===== src/rtl/nexus_pkg.sv =====
// Shared constants and helpers for the Nexus SK1024 result path.
package nexus_pkg;

  localparam int NONCE_W        = 64;
  localparam int HASH_W         = 64;
  localparam int SK1024_LATENCY = 390;

  function automatic logic isWin(
    input logic [HASH_W-1:0] hash,
    input logic [HASH_W-1:0] target
  );
    return hash <= target;
  endfunction

endpackage


===== src/rtl/nexus_nonce_fifo.sv =====
// First-word-fall-through queue for winning nonces.
module nexus_nonce_fifo
  import nexus_pkg::*;
#(
  parameter int DEPTH = 4,
  parameter int W     = NONCE_W
) (
  input  logic         clk,
  input  logic         nHashRst,
  input  logic         push,
  input  logic [W-1:0] din,
  input  logic         pop,
  output logic [W-1:0] head,
  output logic         empty,
  output logic         full
);

  localparam int AW = $clog2(DEPTH);

  logic [W-1:0] mem [DEPTH];
  logic [AW:0]  wrPtr;
  logic [AW:0]  rdPtr;
  logic [W-1:0] lastHead;
  logic         doPush;
  logic         doPop;

  assign empty = (wrPtr == rdPtr);
  assign full  = (wrPtr[AW] != rdPtr[AW]) &&
                 (wrPtr[AW-1:0] == rdPtr[AW-1:0]);

  assign doPop  = pop & ~empty;
  assign doPush = push & (~full | doPop);

  // Keep the last popped word visible while the queue is empty.
  assign head = empty ? lastHead : mem[rdPtr[AW-1:0]];

  always_ff @(posedge clk) begin
    if (doPush) mem[wrPtr[AW-1:0]] <= din;
  end

  always_ff @(posedge clk) begin
    if (!nHashRst) begin
      wrPtr    <= '0;
      rdPtr    <= '0;
      lastHead <= '0;
    end else begin
      if (doPush) wrPtr <= wrPtr + 1'b1;
      if (doPop) begin
        rdPtr    <= rdPtr + 1'b1;
        lastHead <= mem[rdPtr[AW-1:0]];
      end
    end
  end

endmodule


===== src/rtl/nexus_nonce_reporter.sv =====
// Recovers nonces for in-order SK1024 results and queues the winners.
module nexus_nonce_reporter
  import nexus_pkg::*;
#(
  parameter int FIFO_DEPTH = 4,
  parameter int CNT_W      = 48
) (
  input  logic               clk,
  input  logic               nHashRst,
  input  logic [63:0]        StartNonce,
  input  logic [63:0]        Target,
  input  logic               HashValid,
  input  logic [63:0]        Hash,
  output logic [63:0]        NonceOut,
  output logic               NonceValid,
  input  logic               NonceReady,
  output logic               Overflow,
  output logic [CNT_W-1:0]   HashCount
);

  logic [NONCE_W-1:0] nextNonce;
  logic [NONCE_W-1:0] nonce1;
  logic               win1;
  logic               fifoEmpty;
  logic               fifoFull;
  logic               pop;

  assign NonceValid = ~fifoEmpty;
  assign pop        = NonceValid & NonceReady;

  always_ff @(posedge clk) begin
    if (!nHashRst) begin
      nextNonce <= StartNonce;
      nonce1    <= '0;
      win1      <= 1'b0;
      HashCount <= '0;
      Overflow  <= 1'b0;
    end else begin
      win1 <= HashValid & isWin(Hash, Target);
      if (HashValid) begin
        nonce1    <= nextNonce;
        nextNonce <= nextNonce + 1'b1;
        if (~&HashCount) HashCount <= HashCount + 1'b1;
      end
      // A pop in the same cycle frees the slot, so only a blocked push drops.
      if (win1 && fifoFull && !pop) Overflow <= 1'b1;
    end
  end

  nexus_nonce_fifo #(
    .DEPTH (FIFO_DEPTH),
    .W     (NONCE_W)
  ) uFifo (
    .clk      (clk),
    .nHashRst (nHashRst),
    .push     (win1),
    .din      (nonce1),
    .pop      (pop),
    .head     (NonceOut),
    .empty    (fifoEmpty),
    .full     (fifoFull)
  );

endmodule


===== config.mk =====
export PLATFORM = sky130hd
export DESIGN_NAME = nexus_nonce_reporter
export DESIGN_NICKNAME = d
export VERILOG_FILES = /design/src/rtl/nexus_pkg.sv /design/src/rtl/nexus_nonce_fifo.sv /design/src/rtl/nexus_nonce_reporter.sv
export SDC_FILE = /design/constraint.sdc
export NUM_CORES = 1
export LEC_CHECK = 0
export CORE_ASPECT_RATIO = 0.9
export CORE_MARGIN = 3
export CORE_UTILIZATION = 40
export CTS_CLUSTER_DIAMETER = 100
export DETAILED_ROUTE_END_ITERATION = 8
export GPL_TIMING_DRIVEN = 1
export PLACE_DENSITY = 0.68
export SETUP_SLACK_MARGIN = 0.4
export SLEW_MARGIN = 15
export SYNTH_ARGS = -nofsm -noshare
export SYNTH_HDL_FRONTEND = slang
export SYNTH_SLANG_ARGS = --single-unit
export TNS_END_PERCENT = 100

===== constraint.sdc =====
create_clock -name clk -period 5.2 [get_ports clk]
set_input_delay 0.78 -clock clk [delete_from_list [all_inputs] [get_ports clk]]
set_output_delay 0.78 -clock clk [all_outputs]
set_load 0.005 [all_outputs]

Yosys cells after proc, flatten, opt, wreduce, memory -nomap -nowiden
Memories as Yosys holds them, arrays and structs flattened. A register that Yosys moved wholly into a read port is not among the register bits.
Index checks and enable logic that the tools add are counted.
{"block": "totals", "reg_bits": 248, "mem_bits_rw": 256, "in_bits": 196, "out_inout_bits": 114, "wordCells": 39, "memories": 1}
{"memory": "uFifo.mem", "words": 4, "word_bits": 64, "read_ports": 1, "rd_clocked_by_memory_dff": 1, "write_ports": 1, "line_no": "nexus_nonce_fifo.sv:20", "text": "logic [W-1:0] mem [DEPTH];"}
{"block": "classes", "n_addsub": 4, "order_cmp": 1, "n_eq_ne": 4, "n_mux": 7, "n_bitwise": 8, "n_reduce_logical": 6}
{"op": "$mux W64", "count": 3}
{"op": "$add A64 B1 Y64 const B", "count": 1}
{"op": "$le A64 B64 Y1", "count": 1}
{"op": "$add A48 B1 Y48 const B", "count": 1}
{"op": "$reduce_and A48 Y1", "count": 1}
{"op": "$add A3 B1 Y3 const B", "count": 2}
{"op": "$and A1 B1 Y1", "count": 4}
{"op": "$mux W2", "count": 2}
{"op": "$eq A3 B3 Y1", "count": 1}
{"op": "$logic_and A1 B1 Y1", "count": 3}
{"op": "$not A1 Y1", "count": 3}
{"op": "$eq A2 B2 Y1", "count": 1}
{"op": "$mux W1", "count": 2}
{"op": "$ne A2 B1 Y1 const B", "count": 1}
{"op": "$reduce_and A2 Y1", "count": 1}
{"op": "$logic_not A1 Y1", "count": 1}
{"op": "$ne A1 B1 Y1", "count": 1}
{"op": "$or A1 B1 Y1", "count": 1}

Longest topological paths before layout
Gate-level depths: netlist (run 1).
{"block": "logic_depth", "ltp_word": 8, "ltp_mapped": 9, "depth_no_buf": 8}

By module
A second synthesis (run 1) with hierarchy kept.
{"block": "hier_totals", "hier_cells": 1854, "hier_area_um2": 23482.5}
{"mod": "nexus_nonce_fifo", "n_inst": 1, "cells_each": 737, "area_per_inst_um2": 13076.3, "seq_area_each_um2": 9128.8}
{"mod": "nexus_nonce_reporter", "n_inst": 1, "cells_each": 1117, "area_per_inst_um2": 10406.2, "seq_area_each_um2": 4204.0}

Worst setup path after synthesis (run 1)
Ideal clock, no wire load.
{"block": "synth_path", "path_type": "in2reg", "startpoint": "in NonceReady", "endpoint": "mem uFifo.mem[3][0] (netlist name) (enable)", "setup_time_ns": 0.489, "arrival_time_ns": 4.001, "required_ns": 4.711, "setup_slack_ns": 0.710, "stages": 4, "n_path_buf": 1, "path_cell_list": "and4b_1 nand2b_1 clkbuf_1 nor2_1"}
{"block": "synth_between", "elab_chain_cells": 6}
{"element": "from (decl)", "line_no": "nexus_nonce_reporter.sv:16", "text": "input logic NonceReady,"}
{"element": "$and A1 B1 Y1", "line_no": "nexus_nonce_reporter.sv:29", "text": "assign pop = NonceValid & NonceReady;"}
{"element": "$and A1 B1 Y1", "line_no": "nexus_nonce_fifo.sv:31", "text": "assign doPop = pop & ~empty;"}
{"element": "$or A1 B1 Y1", "line_no": "nexus_nonce_fifo.sv:32", "text": "assign doPush = push & (~full | doPop);"}
{"element": "$and A1 B1 Y1", "line_no": "nexus_nonce_fifo.sv:32"}
{"element": "$mux W1", "line_no": "nexus_nonce_fifo.sv:38", "text": "if (doPush) mem[wrPtr[AW-1:0]] <= din;"}
{"element": "$mux W1 (implied by the code)", "line_no": "nexus_nonce_fifo.sv:38"}
{"element": "to (decl)", "line_no": "nexus_nonce_fifo.sv:20"}
No other way between the ends.

==> results of run 1 <==
-- flip-flops by register name, summed over array words and instances, names as in the netlist, named ones only --
register	cells
Overflow	1
nonce1	64
uFifo.rdPtr	3
HashCount	48
win1	1
uFifo.mem	256
uFifo.lastHead	64
uFifo.wrPtr	3
nextNonce	64
-- placed cells by master (no fill, tap or decap), types with 14 or more instances in the layout --
| master | count |
|---|---|
| nand2b_1 | 16 |
| edfxtp_1 | 320 |
| dfxtp_1 | 184 |
| xnor2_1 | 21 |
| a21oi_1 | 152 |
| nand2_1 | 190 |
| o31ai_1 | 14 |
| and3_1 | 15 |
| clkbuf_16 | 53 |
| inv_1 | 81 |
| clkdlybuf4s50_1 | 307 |
| mux2i_1 | 75 |
| buf_4 | 14 |
| xor2_1 | 42 |
| nor2_1 | 153 |
| nand3_1 | 59 |
| mux4_2 | 64 |
| or3_1 | 25 |
| o21ai_0 | 23 |
| nand4_1 | 50 |
| mux2_2 | 67 |
| ha_1 | 71 |
-- synth_stat cells (8+ instances only) --
cell type and n:
edfxtp_1 320, nand2_1 191, dfxtp_1 186, nor2_1 157, a21oi_1 152, inv_1 82, mux2i_1 75, clkbuf_1 72
ha_1 71, mux2_2 67, mux4_2 64, nand3_1 59, nand4_1 50, xor2_1 42, or3_1 25, o21ai_0 23
xnor2_1 21, nand2b_1 17, buf_1 16, and3_1 15, o31ai_1 14, a31oi_1 12, and4_1 12, or4_1 12
a21o_1 10, a21oi_2 10, nor4_1 8
-- cell families (layout without fill, tap and decap cells) --
family          count (synthesis)  in the layout  synth area share, %
other cells                     0              3                    0
buf+inv                       175            505                 3.01
simple gates                  577            577                 12.4
mux                           206            206                 13.0
fa+ha+maj                      71             71                 3.91
flops                         506            506                 58.7
compound gates                256            256                 6.63
xor+xnor                       63             63                 2.43
-- stage by stage --
| step | hold slack, ns | area [sq um] |
|---|---|---|
| global placement | 0.439 | 26600 |
| detailed placement | 0.447 | 26600 |
| global route | 0.474 | 28400 |
| CTS | 0.455 | 28400 |
| floorplan | 0.434 | 22700 |
| finish | 0.453 | 28400 |
-- layout make-up --
cell class | count | share of cell area [%]
multi-input combinational | 1173 | 30.8
clock inverter | 23 | 1.14
clock buffer | 74 | 5.22
tap | 756 | 3.33
sequential | 506 | 46.9
antenna | 3 | 0.0264
inverter | 82 | 1.10
timing repair buffer | 326 | 11.5
-- metal layers --
layer	track usage, %	share of wire, %	wire (microns)
met2	32.6	49	28900
met4	5.90	2.4	1410
met5	0	0.022	13
met3	4.45	6.0	3540
met1	25.0	43	25300
-- worst min-delay path, cell delays in order, from the launching register on --
cell and delay [ns]:
dfxtp_1 0.31, nand2_1 0.05, a21oi_1 0.05
-- report_power, final --
part | internal (mW) | switching [mW] | total (mW)
sequential | 4.48 | 0.184 | 4.66
combinational | 0.772 | 0.626 | 1.40
clock | 2.30 | 1.58 | 3.88
-- final timing paths --
kind / end / slack [ns] / cells past startpoint
setup / recovery: NonceOut[62] / 1.16 / 4
hold / removal: uFifo.lastHead[28] / 0.45 / 2
setup reg to reg: nextNonce[50] / 1.93 / 6
hold reg to reg: uFifo.lastHead[28] / 0.45 / 2
==> key figures, run 1 <==
Critical path
  • Setup crit end kind: output port
  • Worst EP required: 4.42 ns
  • WP buf/inv: 2
  • WP data arrival: 3.26 ns
  • Largest fanout on the critical path: 30
  • CP startpoint kind: flop
  • Worst path max stage delay: 0.77 ns
  • Reg2Reg Launch Point: nextNonce[7]
  • CP max stage cell: dfxtp_4
  • WS Path Type: flop to output port
  • Largest delay share family, worst path: buffers and inverters
  • CP cell instances: buf_4 > mux4_2 > mux2_2 > clkdlybuf4s50_1

STA
  • Unrepaired setup endpoints after global routing: no
  • Slew HR: 24.1%
  • F_max: 0.248 GHz
  • Setup Skew: 0.0473 ns
  • Final Hold Viols: 0
  • Min cycle time layout: 4.04 ns
  • Slew @ Worst Pin: 1.13 ns
  • TNS Setup: 0 ns
  • Max-slew violations: 0
  • Worst setup margin: 1.16 ns
  • Tcrit/Tclk final: 77.6%
  • Final Setup Violations: 0

Final layout
  • Layout Nets: 2409
  • Reg area: 13300 sq um
  • Area occupied by multi-input gates: 8760 sq um
  • Non-filler cells, final: 2943
  • Fillers: 4711
  • Finished Core Util: 50.9%
  • Area grow syn2layout: 25.2%
  • Share of post-route cells with drive strength above 1: 12.3%

Run status
  • Status: complete, no violations

Synth
  • Share of the synthesized area in the top cell type: 42.3%
  • Synth area leaders: edfxtp_1 (42%), dfxtp_1 (16%), mux4_2 (6.3%), ha_1 (3.9%), a21oi_1 (3.3%)
  • FFs w/ async S/R, synth: 0%
  • Synth warn: 0
  • Main synth FF type: edfxtp_1
  • Synthesized area: 22700 sq um
  • Cell variety after synth: 58
  • EDFF count, synth: 320
  • Syn_area_per_cell: 12.3 sq um
  • Syn Nets: 2121
  • Register area share after synthesis: 58.7%
  • Mapped Cells: 1854
  • Synth area leader: edfxtp_1
  • #FFs+latches synth: 506

CTS
  • Cts bufs inserted: 53
  • H-tree depth: 2
  • CTS tree: yes
  • Clock net sink count: 506
  • Post-CTS sizing: 0
  • Max Root-Sink Buffers: 3
  • Buffer count from post-CTS setup fixing: 0
  • Worst-Skew Late Latency: 0.62 ns
  • Clock root cell: clkbuf_16
  • Cts hold-fix bufs: 0
  • Clock slew at reported path FFs: 0.06 ns

Placement
  • Placed Instances: 2843
  • Pre-CTS WS: 1.65 ns
  • Post-DP HPWL: 40100 microns
  • IO buf count: 309
  • RePlAce Congestion: 0.887

Floorplanning
  • Core Region: 55900 sq um
  • I/O Pins: 310
  • Initial Util: 40.6%
  • # rows: 82
  • Die area: 59700 sq um
  • Chip height: 232 microns
  • DIE WIDTH: 257 microns

Job
  • Max cap viols: 0

Global route
  • Total track usage: 19.4%
  • Initial antenna violation count: 4
  • GRT overflow: 0
  • Global-route wire length before repair: 90700 microns
  • Vias in the first global route: 15934
  • Largest net degree at the start of global routing: 84

Power
  • Peak VDD IR: 0.000228 V
  • Overall power: 9.94 mW
  • Leakage: 10.1 nW
  • Power Dens Cells: 349 nW/um^2

Route
  • DRT iter0 DRCs: 1002
  • Routed vias: 15829
  • ANT nets after route: 0
  • WL per Instance: 20.1 microns
  • Vias per inst: 5.38
  • DRC viols: 0
  • Final WL: 59200 microns
  • Detailed-router iteration count before antenna repair: 5

Worst hold path
  • Worst Min Path Start: uFifo.lastHead[28]
  • Hold Crit Class: flop to flop
(Power assumes the default switching activity.)
==> run 2, diff against run 1 <==
--- a/config.mk
+++ b/config.mk
@@ -11,7 +11,7 @@
 export CTS_CLUSTER_DIAMETER = 100
 export DETAILED_ROUTE_END_ITERATION = 8
 export GPL_TIMING_DRIVEN = 1
-export PLACE_DENSITY = 0.68
+export PLACE_DENSITY = 0.71
 export SETUP_SLACK_MARGIN = 0.4
 export SLEW_MARGIN = 15
 export SYNTH_ARGS = -nofsm -noshare
==> constraint.sdc (replaced) <==
create_clock -name clk -period 3.3 [get_ports clk]
set_input_delay 0.495 -clock clk [delete_from_list [all_inputs] [get_ports clk]]
set_output_delay 0.495 -clock clk [all_outputs]
set_load 0.005 [all_outputs]
==> key figures, run 2 (synthesized netlist as in run 1, its figures left out) <==
Critical path
  • WP data arrival: 2.47 ns (-0.79 ns)
  • Largest delay share family, worst path: multiplexers
  • WS Path Type: flop to output port
  • Largest fanout on the critical path: 6 (-80%)
  • Worst reg2reg setup slack: 0.63 ns (-1.30 ns)
  • Setup crit end kind: output port
  • WP buf/inv: 5 (+3)
  • CP startpoint kind: flop
  • CP max stage cell: mux4_2
  • CP cell instances: buf_12 > buf_16 > buf_12 > buf_6 > mux4_2 > mux2_4 > buf_6
  • Reg2Reg Launch Point: nextNonce[2]
  • Worst path max stage delay: 0.50 ns (-0.27 ns)
  • Worst EP required: 2.80 ns (-1.62 ns)

CTS
  • Clock net sink count: 506 (unchanged)
  • Clock slew at reported path FFs: 0.06 ns (about the same)
  • H-tree depth: 2 (unchanged)
  • Worst-Skew Late Latency: 0.60 ns (-0.02 ns)
  • Cts bufs inserted: 51 (-3.8%)
  • Cts hold-fix bufs: 0 (unchanged)
  • CTS tree: yes
  • Max Root-Sink Buffers: 3 (unchanged)
  • Clock root cell: clkbuf_16

Global route
  • GRT overflow: 0 (unchanged)
  • Global-route wire length before repair: 94900 microns (+4.7%)
  • Vias in the first global route: 16454 (+3.3%)
  • Largest net degree at the start of global routing: 105 (+25%)
  • Total track usage: 20.5% (+1.1 points)
  • Initial antenna violation count: 0 (-4)

STA
  • Unrepaired setup endpoints after global routing: yes
  • F_max: 0.337 GHz
  • Tcrit/Tclk final: 89.9%
  • TNS Setup: 0 ns (unchanged)
  • Final Setup Violations: 0 (unchanged)
  • Slew HR: 31.4% (+7.3 points)
  • Worst setup margin: 0.333 ns (-0.831 ns)
  • Setup Skew: 0.0260 ns (-0.0213 ns)
  • Min cycle time layout: 2.97 ns
  • Slew @ Worst Pin: 1.03 ns (-0.103 ns)
  • Final Hold Viols: 0 (unchanged)
  • Max-slew violations: 0 (unchanged)

Job
  • Max cap viols: 0 (unchanged)

Route
  • Detailed-router iteration count before antenna repair: 5 (unchanged)
  • ANT nets after route: 0 (unchanged)
  • Vias per inst: 5.31 (-1.2%)
  • Final WL: 62700 microns (+6.0%)
  • WL per Instance: 20.6 microns (+2.6%)
  • DRT iter0 DRCs: 1189 (+19%)
  • Routed vias: 16162 (+2.1%)
  • DRC viols: 0 (unchanged)

Power
  • Leakage: 11.1 nW (+9.4%)
  • Power Dens Cells: 542 nW/um^2 (+55%)
  • Peak VDD IR: 0.000420 V (+85%)
  • Overall power: 16.3 mW (+64%)

Final layout
  • Layout Nets: 2511 (+4.2%)
  • Non-filler cells, final: 3042 (+3.4%)
  • Share of post-route cells with drive strength above 1: 18.8% (+6.4 points)
  • Commonest non-fill, non-tap cell in the layout: edfxtp_1
  • Finished Core Util: 53.6% (+2.8 points)
  • Fillers: 4663 (-1.0%)
  • Area grow syn2layout: 32.0%
  • Most frequent cells in the layout: edfxtp_1 (320), clkdlybuf4s50_1 (243), nand2_1 (190)
  • Antenna cell count: 0 (-3)
  • Max FFs per register: 256 (unchanged)

Floorplanning
  • DIE WIDTH: 257 microns (unchanged)
  • Die area: 59700 sq um (unchanged)
  • Core Region: 55900 sq um (unchanged)
  • # rows: 82 (unchanged)
  • I/O Pins: 310 (unchanged)
  • Chip height: 232 microns (unchanged)
  • Initial Util: 40.6% (unchanged)

Placement
  • RePlAce Congestion: 0.844 (-4.8%)
  • IO buf count: 309 (unchanged)
  • Post-DP HPWL: 39300 microns (-2.0%)
  • Placed Instances: 2859 (+0.56%)
  • Pre-CTS WS: 0.200 ns (-1.45 ns)

Run status
  • Status: complete, no violations

Worst hold path
  • Worst Min Path Start: nHashRst
  • Hold Crit Class: primary input to flop
==> run 2: worst paths after layout <==
path                              to  depth (start not counted)
hold / removal         HashCount[11]                          3
setup / recovery        NonceOut[45]                          7
setup reg to reg       nextNonce[63]                          7
hold reg to reg   uFifo.lastHead[26]                          2
==> run 2: tightest hold or removal path, delay by kind of cell <==
kind,cells,cell delay (ns)
multiplexers,1,0.05
AND/OR/NAND/NOR,1,0.07
buffers and inverters,1,0.13
==> run 2: through the flow <==
| step | hold slack (ns) | instance area (sq um) |
|---|---|---|
| 2_1_floorplan | 0.434 | 22700 |
| 3_3_place_gp | 0.439 | 26900 |
| 3_5_place_dp | 0.444 | 26900 |
| 4_1_cts | 0.169 | 29400 |
| 5_1_grt | 0.198 | 30000 |
| 6_report | 0.215 | 30000 |
==> run 2: power by group <==
group | internal, mW | total [mW] | switching (mW)
registers | 7.05 | 7.30 | 0.250
clock network | 3.24 | 5.73 | 2.49
logic | 1.86 | 3.22 | 1.36
total | 12.2 | 16.3 | 4.10
==> run 2: cell type report <==
cell class                      count  area (sq um)  area share, %
Clock buffer                       68          1430           4.78
Clock inverter                     27           236          0.789
Inverter                           82           313           1.04
Multi-Input combinational cell   1173          8980           29.9
Sequential cell                   506         13300           44.5
Tap cell                          756           946           3.15
Timing Repair Buffer              430          4730           15.8
==> run 2: repair_timing <==
item	in CTS	in global routing
buffers inserted	51	25
gates resized for setup	290	92
pin swaps	0	1
gates cloned	10	2
setup endpoints to repair	64	57
==> run 2: per-layer routing <==
| layer | vias up | global-route usage [%] | part of all wire [%] |
|---|---|---|---|
| li1 | 7640 | - | - |
| met1 | 7960 | 26.1 | 41 |
| met2 | 466 | 34.9 | 49 |
| met3 | 96 | 3.96 | 6.3 |
| met4 | 0 | 7.37 | 3.3 |
| met5 | - | 0 | 0 |
